File: config.mk
export PLATFORM = sky130hd
export DESIGN_NAME = dsm_bridge_driver
export DESIGN_NICKNAME = d
export VERILOG_FILES = /design/src/rtl/dsm_pkg.sv /design/src/rtl/bridge_leg.sv /design/src/rtl/dsm_bridge_driver.sv
export SDC_FILE = /design/constraint.sdc
export NUM_CORES = 1
export LEC_CHECK = 0
export CORE_ASPECT_RATIO = 1.4
export CORE_MARGIN = 2
export CORE_UTILIZATION = 36
export DETAILED_ROUTE_END_ITERATION = 16
export PLACE_DENSITY = 0.66
export SYNTH_ARGS = -nofsm -noshare
export SYNTH_HDL_FRONTEND = slang
export SYNTH_SLANG_ARGS = --single-unit
File: constraint.sdc
create_clock -name clock -period 4.5 [get_ports clock]
set_clock_uncertainty 0.15 [all_clocks]
set_input_delay 0.45 -clock clock [delete_from_list [all_inputs] [get_ports clock]]
set_output_delay 0.45 -clock clock [all_outputs]
set_load 0.02 [all_outputs]
File: src/rtl/dsm_pkg.sv
// Shared types and code constants for the delta-sigma bridge driver slice.
package dsm_pkg;

    typedef enum logic [1:0] {
        OFF  = 2'd0,
        LO   = 2'd1,
        HI   = 2'd2,
        DEAD = 2'd3
    } leg_state_t;

    localparam logic [1:0] PWM_ZERO    = 2'b00;
    localparam logic [1:0] PWM_POS     = 2'b01;
    localparam logic [1:0] PWM_NEG     = 2'b11;
    localparam logic [1:0] PWM_ILLEGAL = 2'b10;

endpackage

File: src/rtl/bridge_leg.sv
// One half-bridge leg: OFF/LO/HI/DEAD FSM with a dead-time counter that is
// loaded on DEAD entry and never restarted by target changes while dead.
module bridge_leg
    import dsm_pkg::*;
#(
    parameter int unsigned DEAD_CYCLES = 4
) (
    input  logic clock,
    input  logic reset,
    input  logic target_hi,
    input  logic force_off,
    output logic gate_h,
    output logic gate_l
);

    localparam logic [7:0] DEAD_LOAD = 8'(DEAD_CYCLES - 1);

    leg_state_t state_q, state_d;
    logic [7:0] cnt_q, cnt_d;

    always_ff @(posedge clock) begin
        if (reset) begin
            state_q <= OFF;
            cnt_q   <= '0;
        end else begin
            state_q <= state_d;
            cnt_q   <= cnt_d;
        end
    end

    always_comb begin
        state_d = state_q;
        cnt_d   = cnt_q;
        if (force_off) begin
            state_d = OFF;
            cnt_d   = '0;
        end else begin
            case (state_q)
                OFF: begin
                    state_d = DEAD;
                    cnt_d   = DEAD_LOAD;
                end
                LO: begin
                    if (target_hi) begin
                        state_d = DEAD;
                        cnt_d   = DEAD_LOAD;
                    end
                end
                HI: begin
                    if (!target_hi) begin
                        state_d = DEAD;
                        cnt_d   = DEAD_LOAD;
                    end
                end
                DEAD: begin
                    // Expiry picks up whatever the target is now.
                    if (cnt_q == '0) begin
                        state_d = target_hi ? HI : LO;
                    end else begin
                        cnt_d = cnt_q - 8'd1;
                    end
                end
                default: begin
                    state_d = OFF;
                    cnt_d   = '0;
                end
            endcase
        end
    end

    always_comb begin
        gate_h = (state_q == HI);
        gate_l = (state_q == LO);
    end

endmodule

File: src/rtl/dsm_bridge_driver.sv
// H-bridge gate driver: decodes ternary PWM codes into two dead-timed legs,
// latches faults and counts illegal codes.
module dsm_bridge_driver
    import dsm_pkg::*;
#(
    parameter int unsigned DEAD_CYCLES = 4,
    parameter int unsigned CNT_W       = 8
) (
    input  logic             clock,
    input  logic             reset,
    input  logic [1:0]       pwm_i,
    input  logic             en_i,
    input  logic             fault_i,
    input  logic             fault_clr_i,
    output logic             gate_ah_o,
    output logic             gate_al_o,
    output logic             gate_bh_o,
    output logic             gate_bl_o,
    output logic             fault_o,
    output logic             illegal_o,
    output logic [CNT_W-1:0] illegal_cnt_o
);

    logic             fault_q, fault_d;
    logic             illegal_q, illegal_d;
    logic [CNT_W-1:0] cnt_q, cnt_d;
    logic             a_hi, b_hi, force_off;

    always_comb begin
        a_hi = (pwm_i == PWM_POS);
        b_hi = (pwm_i == PWM_NEG);
        // A raw fault_i also forces off so gates drop on the same edge the latch sets.
        force_off = ~en_i | fault_i | fault_q;
    end

    always_comb begin
        fault_d = fault_q;
        if (fault_i) begin
            fault_d = 1'b1;
        end else if (fault_clr_i) begin
            fault_d = 1'b0;
        end
        illegal_d = (pwm_i == PWM_ILLEGAL);
        cnt_d     = cnt_q;
        if (illegal_d && (cnt_q != '1)) begin
            cnt_d = cnt_q + 1'b1;
        end
    end

    always_ff @(posedge clock) begin
        if (reset) begin
            fault_q   <= 1'b0;
            illegal_q <= 1'b0;
            cnt_q     <= '0;
        end else begin
            fault_q   <= fault_d;
            illegal_q <= illegal_d;
            cnt_q     <= cnt_d;
        end
    end

    bridge_leg #(
        .DEAD_CYCLES(DEAD_CYCLES)
    ) u_leg_a (
        .clock    (clock),
        .reset    (reset),
        .target_hi(a_hi),
        .force_off(force_off),
        .gate_h   (gate_ah_o),
        .gate_l   (gate_al_o)
    );

    bridge_leg #(
        .DEAD_CYCLES(DEAD_CYCLES)
    ) u_leg_b (
        .clock    (clock),
        .reset    (reset),
        .target_hi(b_hi),
        .force_off(force_off),
        .gate_h   (gate_bh_o),
        .gate_l   (gate_bl_o)
    );

    assign fault_o       = fault_q;
    assign illegal_o     = illegal_q;
    assign illegal_cnt_o = cnt_q;

endmodule

# Word level (Yosys, flattened, before mapping)
# Cells that the tools add are included.
dict set report totals {
  out_inout_bits 14
  wordCells 62
  regBits 30
}
dict set report classes {
  n_mux 20
  addsub 3
  reduce_logical 11
  eq_ne 18
  n_bitwise 3
}
# cell count
set op_table {}
lappend op_table {{case mux 8 bit (4 select lines)} 2}
lappend op_table {{2-to-1 mux 8 bit} 6}
lappend op_table {{zero test 8 bit} 2}
lappend op_table {{2-to-1 mux 2 bit} 8}
lappend op_table {{case mux 2 bit (4 select lines)} 2}
lappend op_table {{subtractor 8 x 1 -> 8 bit, second input constant} 2}
lappend op_table {{== test 2 bit, second input constant} 6}
lappend op_table {{AND reduction 3 bit} 4}
lappend op_table {{adder 8 x 1 -> 8 bit, second input constant} 1}
lappend op_table {{inequality test 2 x 1 -> 1 bit, second input constant} 4}
lappend op_table {{inequality test 2 bit, second input constant} 4}
lappend op_table {{inequality test 8 bit, second input constant} 1}
lappend op_table {{== test 2 x 1 -> 1 bit, second input constant} 3}
lappend op_table {{zero test 2 bit} 2}
lappend op_table {{2-to-1 mux 1 bit} 2}
lappend op_table {{OR 1 bit} 2}
lappend op_table {{nonzero test 2 bit} 1}
lappend op_table {{OR reduction 2 bit} 1}
lappend op_table {{logical AND 1 bit} 1}
lappend op_table {{NOT 1 bit} 1}

# Depth between registers and ports, before layout
dict set report depth {
  ltp_word 4
  mapped_depth 6
  ltp_nobuf 6
}

# Hierarchy
# Synthesis repeated with hierarchy kept, for this count alone.
dict set report hier_totals {
  cells_unflattened 185
  area_unflattened_um2 1599.0
}
# module instances area_each_um2 cells_each
set by_module_without_submodules {}
lappend by_module_without_submodules {bridge_leg 2 568.0 65}
lappend by_module_without_submodules {dsm_bridge_driver 1 462.9 55}

# Worst setup path after synthesis
# No wires, ideal clock.
dict set report synth_timing {
  path_kind {flip-flop to flip-flop}
  startpoint {register u_leg_a.cnt_q[0]}
  endpoint {register u_leg_a.cnt_q[5]}
  period_less_slack_ns 1.874
  t_arrival_ns 1.654
  path_stages_with_launch 7
  t_required_ns 4.280
  path_slack_ns 2.626
  path_cell_list {dfxtp_1 > inv_1 > ha_1 > nor3b_1 > a21o_1 > or4b_1 > a21oi_1}
}
dict set report synth_via {
  elab_chain_len 3
  word_cells_on_any_way 6
  cone_classes {1 x add/sub; 1 x eq/ne; 2 x mux; 2 x reduce/logical}
}
# element line_no
set synth_rtl {}
lappend synth_rtl {{start, declared} bridge_leg.sv:19} ;# logic [7:0] cnt_q, cnt_d;
lappend synth_rtl {{start signal, assigned} bridge_leg.sv:27} ;# cnt_q <= cnt_d;
lappend synth_rtl {{subtractor 8 x 1 -> 8 bit or zero test 8 bit (tied branches)} {bridge_leg.sv:60, bridge_leg.sv:57}}
lappend synth_rtl {{2-to-1 mux 8 bit or inequality test 2 bit (tied branches)} -}
lappend synth_rtl {{case mux 8 bit (4 select lines) or AND reduction 3 bit (tied branches)} -}
# Parallel ways exist; a longest one is shown, timed or not. The select of a mux whose other input is x is not followed.
# A chain may end at the register's enable or synchronous reset.

# Worst setup path in the final report
dict set report layout_timing {
  startpoint {input port reset}
  endpoint {register u_leg_a.cnt_q[6]}
}
dict set report layout_via {
  elab_chain_len 1
}
# element line_no
set layout_rtl {}
lappend layout_rtl {{start, declared} dsm_bridge_driver.sv:10} ;# input logic reset,
lappend layout_rtl {{OR reduction 2 bit (no source line)} -}
# No other way between the ends.

==> reports/metrics.yaml <==
status:
  status: "finished clean"
clock_tree:
  cts_sinks: 30
  clk_path_buf_depth: 2
  htreeDepth: 2
  root_buffer: "clkbuf_8"
  post_cts_buffers: 0
  clock_latency_ps: 280
  clk_pin_slew_ps: 60
  cts_resized: 0
  cts_tree: "yes"
  cts_hold_buf: 0
  cts_buffers: 5
worst_setup_path:
  path_cells: "clkdlybuf4s50_1 > or4b_1 > or2_1 > nor2_1"
  end_kind: "flip-flop"
  worstPathRequired_ps: 4560
  start_kind: "input pin"
  ff2ff_path_depth: 6
  criticalPathCategory: "input pin to flip-flop"
  slowest_stage: "or4b_1"
  cp.arrival_ps: 2310
  cp_slowest_stage_delay_ps: 730
  crit_buf_inv: 1
  crit_cells: 4
  cpLargestDelayFamily: "simple AND/OR/NAND/NOR gates"
  path_max_fanout: 11
power:
  p_leak_uw: 0.000614
  power_frac_clock_pct: 41.2
  powerDensity_nw_per_um2: 296
  pwr-share-seq_pct: 51.2
  peakVddDrop_v: 0.000225
  power_uw: 540
  switching_share_pct: 23.5
  p_comb_share_pct: 7.5
  p_sw_uw: 127
  p_int_uw: 413
timing:
  drv_slew: 0
  rsz0062_at_grt: "false"
  period_needed_ps: 2250
  worst_pin_slew_ps: 858
  finalSetupViolCount: 0
  fin_crit_sh_pct: 50.0
  finalHoldViolCount: 0
  max_freq_ghz: 0.445
  tns_ps: 0
  max_slew_margin_pct: 42.3
placed_design:
  dp.cells: 228
  io_buffers: 20
  place_congestion: 0.761
  placed_area_um2: 1730
  post-dp-hpwl_mm: 2.15
synthesis:
  synthMuxAreaShare_pct: 2.68
  synthDistinctLibCells: 40
  synth_ff_type: "dfxtp_1"
  synth-seq-area-share_pct: 40.2
  synth-xor-area-share_pct: 5.86
  synth_seq_cells: 30
  yosysWarnings: 0
  yosys.area_share.simple_pct: 27.5
  async_flop_share_pct: 0
  synth_edf_count: 0
  synth_compound_area_share_pct: 16.1
  syn_area_per_cell_um2: 8.79
  syn_nets: 182
  synthAdderAreaFrac_pct: 4.19
  synth_area_um2: 1490
  syn_inst: 170
  synth_top_family_by_area: "simple AND/OR/NAND/NOR gates"
die:
  io_pins: 21
  dieArea_um2: 4690
  die-width_um: 58.4
  dieHeight_um: 80.2
  start_util_pct: 37.8
  row_count: 27
  core-area_um2: 3950
final_layout:
  drive_above_1_share_pct: 7.77
  final_area_um2: 1820
  mostFrequentLayoutCells: "dfxtp_1 (30), nor2_1 (23), clkdlybuf4s50_1 (20), nor3_1 (11)"
  layout.nets: 204
  diodes: 0
  final_common_cell: "dfxtp_1"
  syn_to_final_growth_pct: 21.9
  instances_no_fill: 236
hold_path:
  holdPathStages: 2
  hp-class: "flip-flop to flip-flop"
flow_run:
  drv_cap: 0
global_routing:
  grt_pass1_vias: 1238
  met2_usage_pct: 23.5
  grt_remaining_overflow: 0
  antenna_found_initial: 0
  grt_pass1_wl_mm: 5.33
  grt_max_degree: 12
  grt_use_met1_pct: 17.7
  use_met3_pct: 4.67
  busiest_layer: "met2"
  grtUsageTotal_pct: 14.6
drt:
  wl_per_cell_um: 12.4
  drtIter0Drc: 15
  firstDrtPassIters: 4
  drc: 0
  routed_via_density: 5.36
  vias: 1265
  antenna_left: 0
  routed_wl_mm: 2.92
[worst register-to-register path, stage by stage (launching register included)]
cell      delay [ps]
dfxtp_1          340
inv_1             80
ha_1             160
nor3b_1          660
a21oi_1          270
nor3_1           210
a211oi_1          70
[registers in the layout, summed over array words and instances (netlist names)]
name             count
u_leg_a.cnt_q        8
illegal_cnt_o        8
u_leg_b.cnt_q        8
fault_o              1
u_leg_b.state_q      2
illegal_o            1
u_leg_a.state_q      2
[cell families after synthesis]
logic type      after synthesis
fa+ha+maj                     5
compound gates               33
flops                        30
xor+xnor                     10
buf+inv                      13
mux                           4
simple gates                 75
[cells in the mapped netlist (all sizes together) (4+ instances only)]
cell type  count  area, um2
dfxtp         30        601
nor2          24       92.6
nor3          11       55.1
a211oi         9       67.6
a21oi          9       45.0
xnor2          9       78.8
inv            8       30.0
nand2          8       30.0
a31oi          5       31.3
ha             5       62.6
nor2b          5       31.3
mux2i          4       40.0
[per-layer routing]
metal  part of all wire [%]  routed length (um)
met1                     47                1380
met2                     46                1330
met3                    5.7                 167
met4                    1.3                  39
met5                      0                   0
[path summary, 6_finish.rpt]
check	startpoint	to	slack, ps
setup / recovery	reset	u_leg_a.cnt_q[6]	2250
hold / removal	u_leg_a.cnt_q[5]	u_leg_a.cnt_q[5]	350
setup reg to reg	u_leg_b.cnt_q[0]	u_leg_b.cnt_q[1]	2450
hold reg to reg	u_leg_a.cnt_q[5]	u_leg_a.cnt_q[5]	350
[power groups by stage]
| stage | combinational [uW] | sequential (uW) | clock [uW] |
|---|---|---|---|
| 2_1_floorplan | 21.4 | 283 | 0 |
| 3_3_place_gp | 40.7 | 282 | 0 |
| 3_5_place_dp | 40.9 | 282 | 0 |
| 4_1_cts | 41.2 | 276 | 228 |
| 5_1_grt | 45.2 | 277 | 240 |
| 6_report | 40.6 | 276 | 223 |
[layout make-up]
type                            count  area [um2]
Clock buffer                        6        82.6
Clock inverter                      2        12.5
Fill cell                         374        2130
Inverter                            8        30.0
Multi-Input combinational cell    127         841
Sequential cell                    30         601
Tap cell                           43        53.8
Timing Repair Buffer               20         200
[per-stage QoR]
step	setup WS [ps]	utilization (%)	hold slack, ps
floorplan	2630	-	306
global placement	1990	43.7	329
detailed placement	1970	43.7	345
CTS	2270	46.1	347
global route	2160	46.1	386
finish	2250	46.1	352
No activity file was read; power rests on OpenSTA's default activity.
